`src/rtl/axi_lite_param_slave.sv`:
```
// AXI4-Lite register slave: NUM_REGS registers with per-register read-only mask,
// decoupled AW/W capture buffers and a single outstanding B and R response.

module axi_lite_param_reg #(
  parameter int                    DATA_WIDTH = 32,
  parameter logic [DATA_WIDTH-1:0] RESET_VAL  = '0
) (
  input  logic                    clk,
  input  logic                    rst_n,
  input  logic                    we,
  input  logic [DATA_WIDTH-1:0]   wdata,
  input  logic [DATA_WIDTH/8-1:0] wstrb,
  output logic [DATA_WIDTH-1:0]   q
);
  localparam int NB = DATA_WIDTH / 8;

  logic [DATA_WIDTH-1:0] q_q, q_d;

  always_comb begin
    q_d = q_q;
    for (int b = 0; b < NB; b++)
      if (we && wstrb[b]) q_d[b*8 +: 8] = wdata[b*8 +: 8];
  end

  always_ff @(posedge clk) begin
    if (!rst_n) q_q <= RESET_VAL;
    else        q_q <= q_d;
  end

  assign q = q_q;
endmodule

module axi_lite_param_slave #(
  parameter int                    ADDR_WIDTH = 6,
  parameter int                    DATA_WIDTH = 32,
  parameter int                    NUM_REGS   = 8,
  parameter logic [NUM_REGS-1:0]   RO_MASK    = NUM_REGS'('h80),
  parameter logic [DATA_WIDTH-1:0] RESET_VAL  = '0
) (
  input  logic                    ACLK,
  input  logic                    ARESETn,
  input  logic [ADDR_WIDTH-1:0]   AWADDR,
  input  logic                    AWVALID,
  output logic                    AWREADY,
  input  logic [DATA_WIDTH-1:0]   WDATA,
  input  logic [DATA_WIDTH/8-1:0] WSTRB,
  input  logic                    WVALID,
  output logic                    WREADY,
  output logic [1:0]              BRESP,
  output logic                    BVALID,
  input  logic                    BREADY,
  input  logic [ADDR_WIDTH-1:0]   ARADDR,
  input  logic                    ARVALID,
  output logic                    ARREADY,
  output logic [DATA_WIDTH-1:0]   RDATA,
  output logic [1:0]              RRESP,
  output logic                    RVALID,
  input  logic                    RREADY
);
  localparam int STRB_W = DATA_WIDTH / 8;
  localparam int OFFS   = $clog2(STRB_W);
  localparam int IDX_W  = $clog2(NUM_REGS);

  localparam logic [1:0] RESP_OKAY   = 2'b00;
  localparam logic [1:0] RESP_SLVERR = 2'b10;
  localparam logic [1:0] RESP_DECERR = 2'b11;

  typedef struct packed {
    logic [ADDR_WIDTH-1:0] addr;
  } aw_req_t;

  typedef struct packed {
    logic [DATA_WIDTH-1:0] data;
    logic [STRB_W-1:0]     strb;
  } w_req_t;

  typedef struct packed {
    logic [1:0]            resp;
    logic [DATA_WIDTH-1:0] data;
  } r_rsp_t;

  aw_req_t aw_q, aw_d;
  w_req_t  w_q, w_d;
  r_rsp_t  r_q, r_d;
  logic    aw_full_q, aw_full_d, w_full_q, w_full_d;
  logic    awready_q, awready_d, wready_q, wready_d;
  logic    bvalid_q, bvalid_d;
  logic    [1:0] bresp_q, bresp_d;
  logic    arready_q, arready_d, rvalid_q, rvalid_d;

  logic [NUM_REGS-1:0][DATA_WIDTH-1:0] regs;
  logic [NUM_REGS-1:0]                 reg_we;

  logic [31:0]      wr_idx, rd_idx;
  logic [IDX_W-1:0] wr_sel, rd_sel;
  logic [1:0]       wr_resp;
  logic             aw_hs, w_hs, b_hs, ar_hs, r_hs, commit;

  assign aw_hs  = awready_q && AWVALID;
  assign w_hs   = wready_q  && WVALID;
  assign b_hs   = bvalid_q  && BREADY;
  assign ar_hs  = arready_q && ARVALID;
  assign r_hs   = rvalid_q  && RREADY;
  // A pending B response blocks the next commit; the buffers may still fill.
  assign commit = aw_full_q && w_full_q && !bvalid_q;

  // Low offset bits are dropped, so unaligned addresses hit the enclosing word.
  assign wr_idx = 32'(aw_q.addr >> OFFS);
  assign rd_idx = 32'(ARADDR >> OFFS);
  assign wr_sel = wr_idx[IDX_W-1:0];
  assign rd_sel = rd_idx[IDX_W-1:0];

  always_comb begin
    wr_resp = RESP_OKAY;
    if (wr_idx >= NUM_REGS)  wr_resp = RESP_DECERR;
    else if (RO_MASK[wr_sel]) wr_resp = RESP_SLVERR;
  end

  always_comb begin
    reg_we = '0;
    if (commit && wr_resp == RESP_OKAY) reg_we[wr_sel] = 1'b1;
  end

  for (genvar g = 0; g < NUM_REGS; g++) begin : g_reg
    axi_lite_param_reg #(
      .DATA_WIDTH (DATA_WIDTH),
      .RESET_VAL  (RESET_VAL)
    ) u_reg (
      .clk   (ACLK),
      .rst_n (ARESETn),
      .we    (reg_we[g]),
      .wdata (w_q.data),
      .wstrb (w_q.strb),
      .q     (regs[g])
    );
  end

  always_comb begin
    aw_d      = aw_q;
    aw_full_d = aw_full_q;
    w_d       = w_q;
    w_full_d  = w_full_q;
    bvalid_d  = bvalid_q;
    bresp_d   = bresp_q;
    rvalid_d  = rvalid_q;
    r_d       = r_q;

    if (commit) begin
      aw_full_d = 1'b0;
      w_full_d  = 1'b0;
      bvalid_d  = 1'b1;
      bresp_d   = wr_resp;
    end else if (b_hs) begin
      bvalid_d  = 1'b0;
    end

    if (aw_hs) begin
      aw_full_d = 1'b1;
      aw_d.addr = AWADDR;
    end
    if (w_hs) begin
      w_full_d  = 1'b1;
      w_d.data  = WDATA;
      w_d.strb  = WSTRB;
    end

    // Reads sample the register outputs before any same-edge commit lands.
    if (ar_hs) begin
      rvalid_d = 1'b1;
      if (rd_idx >= NUM_REGS) begin
        r_d.resp = RESP_DECERR;
        r_d.data = '0;
      end else begin
        r_d.resp = RESP_OKAY;
        r_d.data = regs[rd_sel];
      end
    end else if (r_hs) begin
      rvalid_d = 1'b0;
    end

    awready_d = !aw_full_d;
    wready_d  = !w_full_d;
    arready_d = !rvalid_d;
  end

  always_ff @(posedge ACLK) begin
    if (!ARESETn) begin
      aw_q      <= '0;
      aw_full_q <= 1'b0;
      w_q       <= '0;
      w_full_q  <= 1'b0;
      awready_q <= 1'b0;
      wready_q  <= 1'b0;
      bvalid_q  <= 1'b0;
      bresp_q   <= RESP_OKAY;
      arready_q <= 1'b0;
      rvalid_q  <= 1'b0;
      r_q       <= '0;
    end else begin
      aw_q      <= aw_d;
      aw_full_q <= aw_full_d;
      w_q       <= w_d;
      w_full_q  <= w_full_d;
      awready_q <= awready_d;
      wready_q  <= wready_d;
      bvalid_q  <= bvalid_d;
      bresp_q   <= bresp_d;
      arready_q <= arready_d;
      rvalid_q  <= rvalid_d;
      r_q       <= r_d;
    end
  end

  assign AWREADY = awready_q;
  assign WREADY  = wready_q;
  assign BVALID  = bvalid_q;
  assign BRESP   = bresp_q;
  assign ARREADY = arready_q;
  assign RVALID  = rvalid_q;
  assign RDATA   = r_q.data;
  assign RRESP   = r_q.resp;
endmodule

```
`config.mk`:
```
export PLATFORM = sky130hd
export DESIGN_NAME = axi_lite_param_slave
export DESIGN_NICKNAME = d
export VERILOG_FILES = /design/src/rtl/axi_lite_param_slave.sv
export SDC_FILE = /design/constraint.sdc
export NUM_CORES = 1
export LEC_CHECK = 0
export CORE_AREA = 2 2 178 180
export DETAILED_ROUTE_END_ITERATION = 8
export DIE_AREA = 0 0 180 182
export PLACE_DENSITY = 0.87
export SKIP_CTS_REPAIR_TIMING = 1
export SLEW_MARGIN = 5
export SYNTH_ARGS = -nofsm -noshare
export SYNTH_HDL_FRONTEND = slang
export SYNTH_HIERARCHICAL = 1
export SYNTH_SLANG_ARGS = --single-unit
```
`constraint.sdc`:
```
create_clock -name ACLK -period 1.7 [get_ports ACLK]
set_input_delay 0.17 -clock ACLK [delete_from_list [all_inputs] [get_ports ACLK]]
set_output_delay 0.17 -clock ACLK [all_outputs]
set_load 0.01 [all_outputs]
```
* Word level (Yosys, flattened, before mapping) *
Memory sizes are Yosys's and may differ from the RTL's. A register that Yosys moved wholly into a read port is not among the register bits.
Index checks and enable logic that the tools add are counted.

word-level totals
  register bits after elaboration = 341
  memory bits (read-only) = 8
  input bits = 55
  output and inout port bits = 41
  logic and storage cells = 117
  memories kept = 1

memory list
  name             depth  width  rd ports  clocked after Yosys merged registers in  wr ports  line  RTL
  (no name shown)  8      1      1         1                                        0         116   else if (RO_MASK[wr_sel]) wr_resp = RESP_SLVERR;

operators by class
  magnitude comparators = 5
  mux-type cells = 19
  reduce and logical (&&, ||, !) cells = 47

operators with widths
  kind                                                        count
  binary-select mux 32 bit (select 3 bit)                     1
  logical AND 1 bit                                           41
  two-way mux 34 bit                                          1
  two-way mux 32 bit                                          1
  two-way mux 1 bit                                           10
  >= comparator 4 bit, second input constant                  2
  less-than comparator 3 x 4 -> 1 bit, second input constant  2
  two-way mux 8 bit                                           1
  two-way mux 3 bit                                           2
  logical NOT 1 bit                                           4
  two-way mux 2 bit                                           2
  demux 1 bit (select 3 bit)                                  1
  >= comparator 3 x 1 -> 1 bit, second input constant         1
  logical NOT 2 bit                                           1
  nonzero test 2 bit                                          1

* Depth between registers and ports, before layout *
Gate-level depths: netlist (run 1).

  word-level depth = 8
  gate-level depth with buffers = 8
  gate-level depth less buffers = 6

* By module *
The synthesis (run 1) kept the hierarchy.

by module, submodules not included
  module                instances  cells an instance  area an instance (µm²)  seq. area each (µm²)
  axi_lite_param_reg    8          151                1,426.4                 640.6
  axi_lite_param_slave  1          546                5,054.8                 1,661.6

* Least setup slack after synthesis (run 1) *
Ideal clock, no wire load.

  path kind = register to register
  start point = register bvalid_q, in the netlist BVALID
  end point = register g_reg[0].u_reg.q_q[1]
  library setup time = 115 ps
  arrival = 1,610 ps
  required time = 1,585 ps
  slack = -25 ps
  stages on the path, launching flop included = 9
  path buffers = 2
  period minus slack after synthesis = 1,725 ps
  path through = dfxtp_1 > nand3b_1 > nor3_1 > nand2b_1 > nor3_1 > buf_6 > and2_4 > buf_6 > o21ai_2

between the ends
  word-level cells in the longest chain between the ends = 5

ends and longest elaborated chain
  item                    line  RTL
  from (decl)             87    logic bvalid_q, bvalid_d;
  from (signal assigned)  206   bvalid_q <= bvalid_d;
  logical NOT 1 bit       105   assign commit = aw_full_q && w_full_q && !bvalid_q;
  logical AND 1 bit       105
  logical AND 1 bit       121   if (commit && wr_resp == RESP_OKAY) reg_we[wr_sel] = 1'b1;
  two-way mux 8 bit       121
  named net reg_we[0]     92    logic [NUM_REGS-1:0] reg_we;
  logical AND 1 bit       22    if (we && wstrb[b]) q_d[b*8 +: 8] = wdata[b*8 +: 8];
  to (signal assigned)    27    else q_q <= q_d;
  to (decl)               17    logic [DATA_WIDTH-1:0] q_q, q_d;

The timed path passes the listed nets, and every way through them passes these cells.
A chain may end at the register's enable or synchronous reset.

* Final worst setup path (run 1) *
  start point = register bvalid_q, in the netlist BVALID
  end point = register g_reg[1].u_reg.q_q[18]

between the ends
  word-level cells in the longest chain between the ends = 5

ends and longest elaborated chain
  item                  line
  logical NOT 1 bit     105
  logical AND 1 bit     105
  logical AND 1 bit     121
  two-way mux 8 bit     121
  named net reg_we[1]   92
  logical AND 1 bit     22
  to (signal assigned)  27
  to (decl)             17

The timed path passes the listed nets, and every way through them passes these cells.

==> results of run 1 <==
[metrics by stage]
stage,TNS (ns),setup slack [ns],cell area (um^2)
final,-10.98,-0.122,18700
after detailed placement,-17.80,-0.262,17400
after floorplan,0,0.0524,16500
after global placement,-9.50,-0.197,17400
after CTS,-16.02,-0.144,18600
after global routing,-28.46,-0.175,18700
[power groups by stage]
stage / Clock, mW / Sequential (mW) / Combinational, mW
final: 8.06 / 8.20 / 1.08
after detailed placement: 0 / 8.36 / 1.04
after floorplan: 0 / 8.30 / 0.707
after CTS: 8.09 / 8.19 / 1.05
after global routing: 8.42 / 8.20 / 1.14
after global placement: 0 / 8.36 / 1.01
[cell usage after synthesis (all sizes together)]
master,number,area (um^2)
a21boi,1,7.51
a21oi,73,365
and2,35,299
and3,1,6.26
buf,174,1440
clkbuf,25,93.8
dfxtp,339,6790
inv,1,3.75
mux2,64,721
mux2i,4,40.0
mux4,32,728
nand2,367,1380
nand2b,7,43.8
nand3,2,10.0
nand3b,1,7.51
nand4,256,1600
nor2,12,45.0
nor2b,33,206
nor3,4,20.0
nor4,1,6.26
o21ai,256,2240
o22ai,32,200
or2,2,12.5
or3,32,200
[area by class of cell]
cell class | count | area share [%]
clock inverter | 13 | 0.964
clock buffer | 47 | 5.47
multi-input combinational | 1215 | 43.9
timing repair buffer | 192 | 10.6
tap | 402 | 2.69
inverter | 1 | 0.0201
sequential | 339 | 36.3
[logic make-up (layout without fill, tap and decap cells)]
kind of cell / count (synthesis) / count (layout) / synth area share (%)
AO/OA/AOI/OAI: 362 / 362 / 17.1
buffers and inverters: 200 / 253 / 9.33
flip-flops: 339 / 339 / 41.2
multiplexers: 100 / 100 / 9.04
AND/OR/NAND/NOR: 753 / 753 / 23.3
[tightest hold or removal path: cells and delay by family]
family,cells,cell delay [ns]
AND/OR/NAND/NOR,1,0.11
buffers and inverters,1,0.17
AO/OA/AOI/OAI,1,0.05
[path summary, 6_finish.rpt]
kind                                     startpoint                   end  slack, ns  depth (start not counted)
worst max-delay path                         BVALID  g_reg[1].u_reg/q[18]      -0.12                          8
worst min-delay path                        ARESETn  g_reg[3].u_reg/q[25]       0.04                          3
worst max register to register               BVALID  g_reg[1].u_reg/q[18]      -0.12                          8
worst min register to register  g_reg[5].u_reg/q[0]   g_reg[5].u_reg/q[0]       0.46                          2
[flip-flops by register name (all words and copies together), names as in the netlist, named ones only]
name,count
g.u_reg/q,256
WREADY,1
ARREADY,1
w_full_q,1
RDATA,32
aw_q,4
RVALID,1
w_q,36
RRESP,1
BRESP,2
BVALID,1
AWREADY,1
aw_full_q,1
[layer usage]
metal / vias up / GRT usage [%] / wire length [um]
li1: 6366 / - / -
met1: 6643 / 32.9 / 17300
met2: 778 / 45.3 / 21900
met3: 208 / 4.27 / 3820
met4: 0 / 17.6 / 2890
met5: - / 0 / 0
==> results by group, run 1 <==
Outcome
  • Run status: finished, violations left
  • Failing checks: negative setup slack

Layout
  • Area of the multi-input gates: 0.00821 mm^2
  • Fillers: 2272
  • Most frequent cells in the layout: 365 x nand2_1, 335 x dfxtp_1, 256 x nand4_1, 256 x o21ai_2, 89 x clkdlybuf4s50_1
  • Antenna cell count: 0
  • Register area: 0.00679 mm^2
  • Core Util, Final: between 60% and 70%
  • Finished Layout Cells: 2209
  • Commonest non-fill, non-tap cell in the layout: nand2_1
  • Layout cells sized above 1: between 20% and 30%
  • Area Overhead vs Synth: 13.5%
  • Final #Nets: 1839

Timing
  • Period utilization: 107%
  • Worst slew pin tran: 0.585 ns
  • Endpoints failing setup: about 220
  • Final min period: between 1.5 and 2 ns
  • Unrepaired setup endpoints after global routing: true
  • Final Hold Violating Endpoints: 0
  • Final slew viol count: 0
  • Worst setup margin: -0.122 ns
  • Final hold slack: 0.0413 ns
  • Slew HR: 61.0%
  • Fmax: 549 MHz
  • Final Skew: 0.0141 ns

Setup path
  • Element type at the critical path start: flip-flop
  • CP Capture Type: flip-flop
  • Slowest cell on the critical path: dfxtp_1
  • CP Buf/Inv Count: 2
  • Crit-path leading delay family: simple AND/OR/NAND/NOR gates
  • Max incr delay on CP: 0.32 ns
  • Crit path cell chain: nand3b_1 -> nor3_4 -> buf_4 -> nand2_4 -> nor3_4 -> buf_12 -> and2_4 -> o21ai_2
  • CP max FO: 13
  • Kind of critical path: flip-flop to flip-flop
  • Most used cell, CP: nor3_4
  • Arr. time, crit path: 2.22 ns
  • CP required: 2.10 ns

Clock network
  • Worst skew pair latency: 0.52 ns
  • TritonCTS clock tree: yes
  • H-tree depth: 2
  • Clock slew seen by the registers of the worst setup and hold paths: 0.07 ns
  • Num CTS Buffers: 35
  • TritonCTS Sinks: 339
  • Root Driver: clkbuf_16
  • CTS max path bufs: 3

GRT
  • First-pass GRT wire length: roughly 73000 um
  • Vias in the first global route: 13900
  • GRT Util Overall: 27.2%
  • Gr ovfl total: 0
  • Antenna violations before repair: 0
  • Largest net degree at the start of global routing: 94

Die
  • Ports: 96
  • Die height: 182 um
  • Die X: 180 um
  • Core area: 0.0310 mm^2
  • Initial Utilization: 53.1%
  • Site Rows: 65
  • Die ar.: between 0.03 and 0.04 mm^2

Power
  • Total power: between 15 and 20 mW
  • Clock power frac: 46.5%
  • Internal power: 13.3 mW
  • Pwr dens: a little over 900 mW/mm^2
  • Peak supply drop: 544 uV
  • Switch Pwr: 4.05 mW
  • Leak pwr: 6.70 nW
  • Reg power frac: 47.3%
  • Comb pwr share: 6.2%
  • Switching share of power: 23.3%

Place
  • Dpl hpwl: between 30000 and 40000 um
  • GPL Wtd Cong: 0.874
  • IO buf count: 91
  • Placed insts: about 2100

Routing
  • Vias per std cell: 6.34
  • Detail Route Antenna Nets: 0
  • Via count: roughly 14000
  • Iteration-0 DRC Markers: between 1500 and 2000
  • 1st-pass router iterations: 6
  • Total routed wirelength: 45900 um
  • WL per Instance: 20.8 um
  • Remaining DRCs: 0

Hold path
  • Hold WC Path Type: input pin to flip-flop

Synthesis
  • Synth Area per Inst: 9.39 um^2
  • Syn nets: ~1800
  • Post-synthesis sequential area ratio: 41.2%
  • Netlist cell types: 33
  • Synth Register Bits: 339
  • Post-Syn Area: 0.0165 mm^2
  • YS warnings: 6
  • Synthesized instance count: 1754

Run
  • Max cap viols: 0
No activity file was read; power rests on OpenSTA's default activity.
==> inputs of run 2 (changes only) <==
Settings changed: ABC_AREA set to 1, CORE_AREA 2 2 178 180 to 2 2 177 179, DIE_AREA 0 0 180 182 to 0 0 179 181.
==> results by group, run 2 <==
Timing
  • Unrepaired setup endpoints after global routing: true
  • Worst slew pin tran: 0.594 ns
  • Final min period: approximately 1.9 ns
  • Slew HR: 60.4%
  • Worst setup margin: -0.212 ns
  • Fmax: 523 MHz
  • Period utilization: 112%
  • Final Hold Violating Endpoints: 0
  • Final slew viol count: 0
  • Final Skew: 0.0153 ns
  • Endpoints failing setup: 255

GRT
  • Gr ovfl total: 0
  • First-pass GRT wire length: 73500 um
  • Antenna violations before repair: 0
  • Largest net degree at the start of global routing: 58
  • Vias in the first global route: 15800
  • GRT Util Overall: 27.6%

Synthesis
  • Synthesized instance count: between 2000 and 3000
  • Fraction of synthesized area in multiplexers: 0%
  • Yosys top cell by area: dfxtp_1
  • Post-synthesis sequential area ratio: approximately two fifths
  • Xor/xnor cell area share of the yosys netlist: 0%
  • Synth Area per Inst: 6.01 um^2
  • Number of synthesized flops with an enable pin: 0
  • Top post-synthesis cells by count: 910 x nand2_1, 604 x nor2_1, 461 x inv_1
  • Syn nets: 2776
  • Compound-Gate Fraction of Synth Area: between 2 and 2.5%
  • Synth Register Bits: roughly 340
  • Adder-cell area share of the yosys netlist: 0%
  • Post-Syn Area: approximately 0.016 mm^2
  • Largest family of logic cells by synthesized area: simple AND/OR/NAND/NOR gates
  • Post-Synth Simple-Gate Area: about two fifths
  • Top-count cell post-synth: nand2_1
  • YS warnings: 6
  • Ys async rst share: 0%
  • Main area contributors after synthesis: dfxtp_1 42%, nand2_1 21%, nor2_1 14%, inv_1 11%, nand3_1 5.9%
  • Top cell type's share of synthesized area: 41.5%
  • Top FF cell, synth: dfxtp_1
  • Netlist cell types: 18

Power
  • Peak supply drop: slightly above 700 uV
  • Switching share of power: 24.0%
  • Comb pwr share: 6.8%
  • Pwr dens: 889 mW/mm^2
  • Clock power frac: 47.0%
  • Leak pwr: 10.5 nW
  • Total power: roughly 18 mW
  • Internal power: ~14 mW
  • Reg power frac: 46.2%
  • Switch Pwr: approximately 4.3 mW

Clock network
  • Worst skew pair latency: 0.53 ns
  • Root Driver: clkbuf_16
  • Clock slew seen by the registers of the worst setup and hold paths: ~0.060 ns
  • Num CTS Buffers: 37
  • H-tree depth: 2
  • TritonCTS Sinks: 339
  • TritonCTS clock tree: yes
  • CTS max path bufs: 3

Place
  • Pre-CTS setup slack: -0.188 ns
  • IO buf count: 91
  • Post-DP Area: around 0.018 mm^2
  • GPL Wtd Cong: 0.826
  • Dpl hpwl: 28200 um

Setup path
  • Arr. time, crit path: 2.36 ns
  • Kind of critical path: flip-flop to flip-flop
  • CP max FO: 8
  • CP Capture Type: flip-flop
  • Worst-case register-to-register setup slack: -0.21 ns
  • Worst r2r path cells: 12
  • Max incr delay on CP: 0.34 ns
  • Crit path cell chain: inv_2 -> nor2_4 -> nand2_2 -> nor3_4 -> nand2_2 -> nor3_2 -> buf_4 -> nand2_4 -> clkbuf_16 -> nand2_1 -> nand2_1 -> nor2_1
  • Slowest cell on the critical path: dfxtp_2
  • Element type at the critical path start: flip-flop
  • R2R Path Start: w_full_q
  • RR Endpoint: g_reg[0].u_reg/q[17]
  • CP required: 2.15 ns

Outcome
  • Run status: finished, violations left
  • Failing checks: negative setup slack

Die
  • Die X: 179 um
  • Core area: 0.0303 mm^2
  • Initial Utilization: 53.9%
  • Ports: 96
  • Die ar.: 0.0324 mm^2
  • Site Rows: 64
  • Die height: 181 um

Routing
  • 1st-pass router iterations: 6
  • Total routed wirelength: 47700 um
  • Iteration-0 DRC Markers: 1853
  • WL per Instance: around 15 um
  • Via count: 16700
  • Vias per std cell: 5.16
  • Remaining DRCs: 0
  • Detail Route Antenna Nets: 0

Layout
  • Design area: roughly 0.02 mm^2
  • Layout cells sized above 1: 9.91%
  • Max reg flops: 256
  • Commonest non-fill, non-tap cell in the layout: nand2_1
  • Final #Nets: roughly 2900
  • Antenna cell count: 0
  • Most frequent cells in the layout: 845 x nand2_1, 555 x nor2_1, 460 x inv_1
  • Area Overhead vs Synth: 23.4%

Hold path
  • HP Start: ARESETn
  • Hold depth: 3
  • Hold EP: w_q[33]
  • Hold WC Path Type: input pin to flip-flop

Run
  • Max cap viols: 0
-- run 2: cell types whose count changed after synthesis, sizes merged, moves of 35 or more --
| cell | change |
|---|---|
| nor2 | +592 |
| nand3 | +191 |
| nand2 | +543 |
| nand4 | -256 |
| o21ai | -217 |
| and2 | -35 |
| a21oi | -35 |
| inv | +463 |
| mux2 | -64 |
| buf | -88 |
-- run 2: power by group through the flow --
stage               logic (mW)  registers [mW]  clock network (mW)
floorplan                0.656            8.37                   0
global placement          1.14            8.42                   0
detailed placement        1.16            8.43                   0
CTS                       1.17            8.25                8.43
global route              1.31            8.30                8.84
finish                    1.22            8.29                8.42
-- run 2: area by class of cell --
| type | count | area (um^2) |
|---|---|---|
| Timing Repair Buffer | 183 | 2340 |
| Fill cell | 2248 | 10200 |
| Multi-Input combinational cell | 1792 | 7520 |
| Inverter | 465 | 1750 |
| Sequential cell | 339 | 6790 |
| Clock inverter | 13 | 176 |
| Clock buffer | 53 | 1100 |
| Tap cell | 396 | 495 |
-- run 2: cells by family after synthesis --
kind of cell / Yosys count
compound gates: 77
buf+inv: 590
flops: 339
simple gates: 1715
-- run 2: critical path: cells and delay by family, from the launching register on --
kind	cells	cell delay (ns)
buffers and inverters	3	0.42
flip-flops	1	0.34
AND/OR/NAND/NOR	9	1.07
-- run 2: worst max-delay path by stage --
stage / slack, ns / end / startpoint / cells past startpoint
2_1_floorplan: -0.11 / g_reg[0].u_reg/q[10] / BVALID / 9
3_3_place_gp: -0.07 / g_reg[0].u_reg/q[6] / w_full_q / 11
3_5_place_dp: -0.19 / g_reg[5].u_reg/q[6] / w_full_q / 11
4_1_cts: -0.24 / g_reg[5].u_reg/q[17] / w_full_q / 12
5_1_grt: -0.33 / g_reg[0].u_reg/q[17] / w_full_q / 12
6_report: -0.21 / g_reg[0].u_reg/q[17] / w_full_q / 12
-- run 2: through the flow --
stage,hold slack [ns],util (%),std cells,TNS (ns)
floorplan,0.290,-,2721,-13.61
global placement,0.454,60.1,3164,-4.78
detailed placement,0.456,60.1,3164,-20.97
CTS,0.0935,64.3,3230,-28.72
global route,0.115,66.5,3241,-45.36
finish,0.111,66.5,3241,-18.54
-- run 2: layer usage --
layer	vias up	track usage (%)	wire (um)
li1	8111	-	-
met1	7598	32.4	18300
met2	825	48.7	23300
met3	184	3.96	3860
met4	0	13.0	2180
met5	-	0	0
